### src/rtl/clk_div_prog.sv
// Runtime-programmable integer clock divider (N = 2 .. 2^WIDTH-1) with square-wave
// and single-pulse modes; ratio changes are deferred to a period boundary.
module clk_div_prog #(
  parameter int WIDTH       = 8,
  parameter int DEFAULT_DIV = 2
) (
  input  logic             clk,
  input  logic             rst,
  input  logic             en,
  input  logic             mode,
  input  logic [WIDTH-1:0] div_in,
  input  logic             div_load,
  output logic             clk_o,
  output logic             tick,
  output logic [WIDTH-1:0] cnt,
  output logic [WIDTH-1:0] div_active,
  output logic             pending,
  output logic             err
);

  localparam logic [WIDTH-1:0] DEF_DIV = WIDTH'(DEFAULT_DIV);
  localparam logic [WIDTH-1:0] MIN_DIV = WIDTH'(2);

  logic [WIDTH-1:0] pend_val;
  logic [WIDTH-1:0] cnt_next;
  logic [WIDTH-1:0] high_cnt;
  logic             wrap;
  logic             accept;

  always_comb begin
    wrap     = (cnt == div_active - 1'b1);
    cnt_next = wrap ? '0 : cnt + 1'b1;
    // Odd N rounds the high phase up: N - floor(N/2).
    high_cnt = div_active - (div_active >> 1);
    accept   = div_load && (div_in >= MIN_DIV);
  end

  always_ff @(posedge clk or posedge rst) begin
    if (rst) begin
      cnt        <= '0;
      clk_o      <= 1'b0;
      tick       <= 1'b0;
      div_active <= DEF_DIV;
      pend_val   <= DEF_DIV;
      pending    <= 1'b0;
      err        <= 1'b0;
    end else begin
      err <= div_load && !accept;
      if (en) begin
        if (wrap && (accept || pending)) begin
          // A load arriving on the boundary edge takes priority over the stored one.
          div_active <= accept ? div_in : pend_val;
          if (accept) pend_val <= div_in;
          pending <= 1'b0;
          cnt     <= '0;
          tick    <= 1'b1;
          clk_o   <= 1'b1;
        end else begin
          cnt   <= cnt_next;
          tick  <= (cnt_next == '0);
          clk_o <= mode ? (cnt_next == '0) : (cnt_next < high_cnt);
          if (accept) begin
            pend_val <= div_in;
            pending  <= 1'b1;
          end
        end
      end else begin
        tick <= 1'b0;
        // Frozen divider: flush any stored request so it is never stranded.
        if (pending) begin
          div_active <= pend_val;
          cnt        <= '0;
          clk_o      <= 1'b0;
          pending    <= 1'b0;
        end
        if (accept) begin
          pend_val <= div_in;
          pending  <= 1'b1;
        end
      end
    end
  end

endmodule

### config.mk
export PLATFORM = sky130hd
export DESIGN_NAME = clk_div_prog
export DESIGN_NICKNAME = d
export VERILOG_FILES = /design/src/rtl/clk_div_prog.sv
export SDC_FILE = /design/constraint.sdc
export NUM_CORES = 1
export LEC_CHECK = 0
export ABC_AREA = 1
export CAP_MARGIN = 20
export CORE_MARGIN = 2
export CORE_UTILIZATION = 55
export CTS_CLUSTER_SIZE = 20
export DETAILED_ROUTE_END_ITERATION = 16
export PLACE_DENSITY = 0.81
export RECOVER_POWER = 50
export SYNTH_ARGS = -nofsm -noshare
export SYNTH_HDL_FRONTEND = slang
export SYNTH_SLANG_ARGS = --single-unit
### constraint.sdc
create_clock -name clk -period 3.1 [get_ports clk]
set_input_delay 0.62 -clock clk [delete_from_list [all_inputs] [get_ports clk]]
set_output_delay 0.62 -clock clk [all_outputs]
set_load 0.01 [all_outputs]
==> metrics.md <==
| Metric | Value |
|---|---|
| Worst-skew pair later-pin latency | 0.29 ns |
| Int Power | 0.922 mW |
| Post-route ant nets | 0 |
| Seq/Total Area, Yosys | 0.316 |
| Clk_skew | 0.0102 ns |
| Status | finished, violations left |
| TritonCTS buffer count | 3 |
| H-tree depth | 1 |
| Max Cap Viol | 1 |
| Pre-CTS WS | 0.121 ns |
| CP Launch Type | register |
| Placed Area | 2580 sq um |
| WL/cell | 12.4 um |
| Global route overflow | 0 |
| Worst setup endpoint | clk_o$_DFFE_PP0P_ |
| Design Power | 1.54 mW |
| Yosys reg bits | 28 |
| Reg2reg end | clk_o$_DFFE_PP0P_ |
| First-pass iteration count of the detailed router | 4 |
| Failing checks | max-capacitance violations, max-slew violations |
| Routed vias | 2,027 |
| Core area | 3940 sq um |
| Final worst slack | 0.216 ns |
| Post-route minimum period | 2.88 ns |
| CP arrival | 3.12 ns |
| Reg2reg path depth | 17 |
| Synthesis Warnings | 0 |
| Initial antenna violation count | 0 |
| Die area | 4560 sq um |
| Clk slew on worst S/H paths | 0.11 ns |
| Max FO, Critical Path | 6 |
| Critical path required time | 3.33 ns |
| Critical path type | reg -> reg |
| Overall Global Routing Usage | 0.238 |
| Reg power frac | 0.316 |
| Fin nets | 377 |
| Placed cell count | 385 |
| Final RePlAce weighted congestion | 0.858 |
| Post-Syn Area per Cell | 7.26 sq um |
| CTS Root Buffer Type | clkbuf_8 |
| Least-Margin Pin Slew | 1.52 ns |
| Setup_tns | 0 ns |
| Hold Path Class | reg -> reg |
| Hold Startpoint | pend_val[1]$_DFF_PP1_ |
| Initial Util | 0.564 |
| Inserted Diodes | 0 |
| Post-CTS Setup Inserts | 0 |
| Switch Pwr | 0.619 mW |
| FP Rows | 23 |
| Top Ports | 33 |
| Cts repair resizes | 0 |
| Via density | 5.21 |
| P_leak | 1.40 nW |
| CTS tree | built |
| Clock power share | 0.193 |
| Design Area, Final | 2660 sq um |
| PwrDens | 579 nW/um^2 |
| WL final | 4830 um |
| Hold-fix buffers, CTS | 0 |
| CP startpoint | div_active[2]$_DFFE_PP0P_ |
| Layout Cells excl Fill | 389 |
| Post-synth ARST share | 1.00 |
| Gate power share | 0.491 |
| Die Ht | 67.6 um |
| Max-slew violations | 29 |
| Critical Path End Type | register |
| Post-synth EDFFs | 0 |
| Final core occ | 0.675 |
| Sw Share | 0.402 |
| First-pass GRT wire length | 8160 um |
| CTS max path bufs | 2 |
| Fin Hold WS | 0.512 ns |
| Final hold vios | 0 |
| FMAX | 347 MHz |
| # setup viols final | 0 |
| Worst R2R Setup Slack | 0.22 ns |
| # DRC | 0 |
| Reg2reg start | div_active[2]$_DFFE_PP0P_ |
| Vias in the first global route | 1,914 |
| Post-synthesis instance area | 2220 sq um |
| Max_slew headroom | -0.0161 |
| Layout cells sized above 1 | 0.0737 |
| Die width | 67.6 um |
| Ys flop type | dfrtp_1 |
| Port Buffers | 32 |
| Distinct cells, synth | 36 |
| Synth Instances | 306 |
| Tcrit/Tclk final | 0.930 |
| Iter 0 DRT Violations | 107 |
| Largest net degree at the start of global routing | 29 |
| Clk sinks | 28 |
| Mapped Nets | 343 |
| Synth-to-layout area growth | 19.8% |
| Peak supply drop | 0.330 mV |
| DP Wirelength | 3690 um |
-- power groups by stage --
| stage | clock (mW) | sequential (mW) | combinational, mW |
|---|---|---|---|
| after detailed placement | 0 | 0.493 | 0.740 |
| after CTS | 0.301 | 0.486 | 0.750 |
| final | 0.298 | 0.487 | 0.757 |
| after global routing | 0.314 | 0.495 | 0.872 |
| after global placement | 0 | 0.490 | 0.721 |
| after floorplan | 0 | 0.502 | 0.501 |
-- worst min-delay path by stage --
stage	endpoint	depth (start not counted)
after detailed placement	div_active[1]$_DFFE_PP1P_	2
final	div_active[1]$_DFFE_PP1P_	2
after global placement	div_active[1]$_DFFE_PP1P_	2
after CTS	div_active[1]$_DFFE_PP1P_	2
after global routing	div_active[1]$_DFFE_PP1P_	2
after floorplan	div_active[1]$_DFFE_PP1P_	2
-- layout make-up --
cell class                      instances  area, sq um
Timing Repair Buffer                   34          332
Tap cell                               50         62.6
Fill cell                             326         1280
Sequential cell                        28          703
Clock inverter                          1         30.0
Multi-Input combinational cell        216         1280
Inverter                               57          216
Clock buffer                            3         41.3
-- layout by cell type, fill, tap and decap left out, types with 2 or more instances in the layout --
master / instances
nor3_1: 2
clkdlybuf4s50_1: 28
inv_2: 4
nor2_1: 29
o211ai_1: 4
o21ai_0: 16
nand2_1: 85
dfstp_2: 2
inv_1: 52
xor2_1: 7
a31oi_1: 3
a21oi_1: 12
dfrtp_1: 26
ha_1: 22
nand4_1: 4
o22ai_1: 2
clkbuf_8: 3
o21ai_2: 2
dlygate4sd3_1: 4
nand3_1: 11
o211ai_2: 2
-- kinds of logic (layout without fill, tap and decap cells) --
| kind of cell | count (synthesis) | count (layout) | share of synthesized area |
|---|---|---|---|
| AO/OA/AOI/OAI | 47 | 47 | 0.133 |
| buffers and inverters | 62 | 95 | 0.115 |
| XOR/XNOR | 9 | 9 | 0.0389 |
| flip-flops | 28 | 28 | 0.316 |
| AND/OR/NAND/NOR | 136 | 136 | 0.257 |
| adder cells (fa/ha/maj) | 24 | 24 | 0.139 |
-- sequential cells by signal (all words and copies together), names as in the netlist --
signal / cells
cnt: 8
div_active: 8
pend_val: 8
clk_o: 1
err: 1
pending: 1
tick: 1
-- synth_stat cells (2+ instances only) --
cell type	n	area (sq um)
nand2_2	2	12.5
o22ai_1	2	12.5
a21oi_1	12	60.1
clkbuf_1	2	7.51
nand3_1	11	55.1
inv_2	4	15.0
nand4_1	4	25.0
nand2_1	84	315
o21ai_0	17	85.1
inv_1	52	195
ha_1	23	288
xor2_1	7	61.3
o211ai_2	2	25.0
dfrtp_1	26	651
o211ai_1	4	30.0
nor2_1	29	109
dfstp_2	2	52.6
a31oi_1	3	18.8
nor3_1	2	10.0
o21ai_2	2	17.5
-- routing by layer --
layer	share of wire	global-route usage	wire (um)
met1	0.46	0.297	2220
met2	0.48	0.420	2340
met3	0.035	0.0300	169
met4	0.023	0.0816	109
met5	0	0	0
-- critical path, cell delays in order (launching register included) --
cell,delay [ns]
dfrtp_1,0.43
inv_1,0.26
ha_1,0.30
o31ai_2,0.28
a21oi_1,0.11
o21ai_1,0.21
a21oi_1,0.09
nor2_1,0.12
nor2_1,0.09
xor2_1,0.14
ha_1,0.29
nand2_1,0.09
inv_1,0.05
nand2_1,0.05
nand3_1,0.06
a31oi_1,0.15
nand2_1,0.07
nand2_1,0.05
Note: power is estimated with default switching activity, not from simulation.
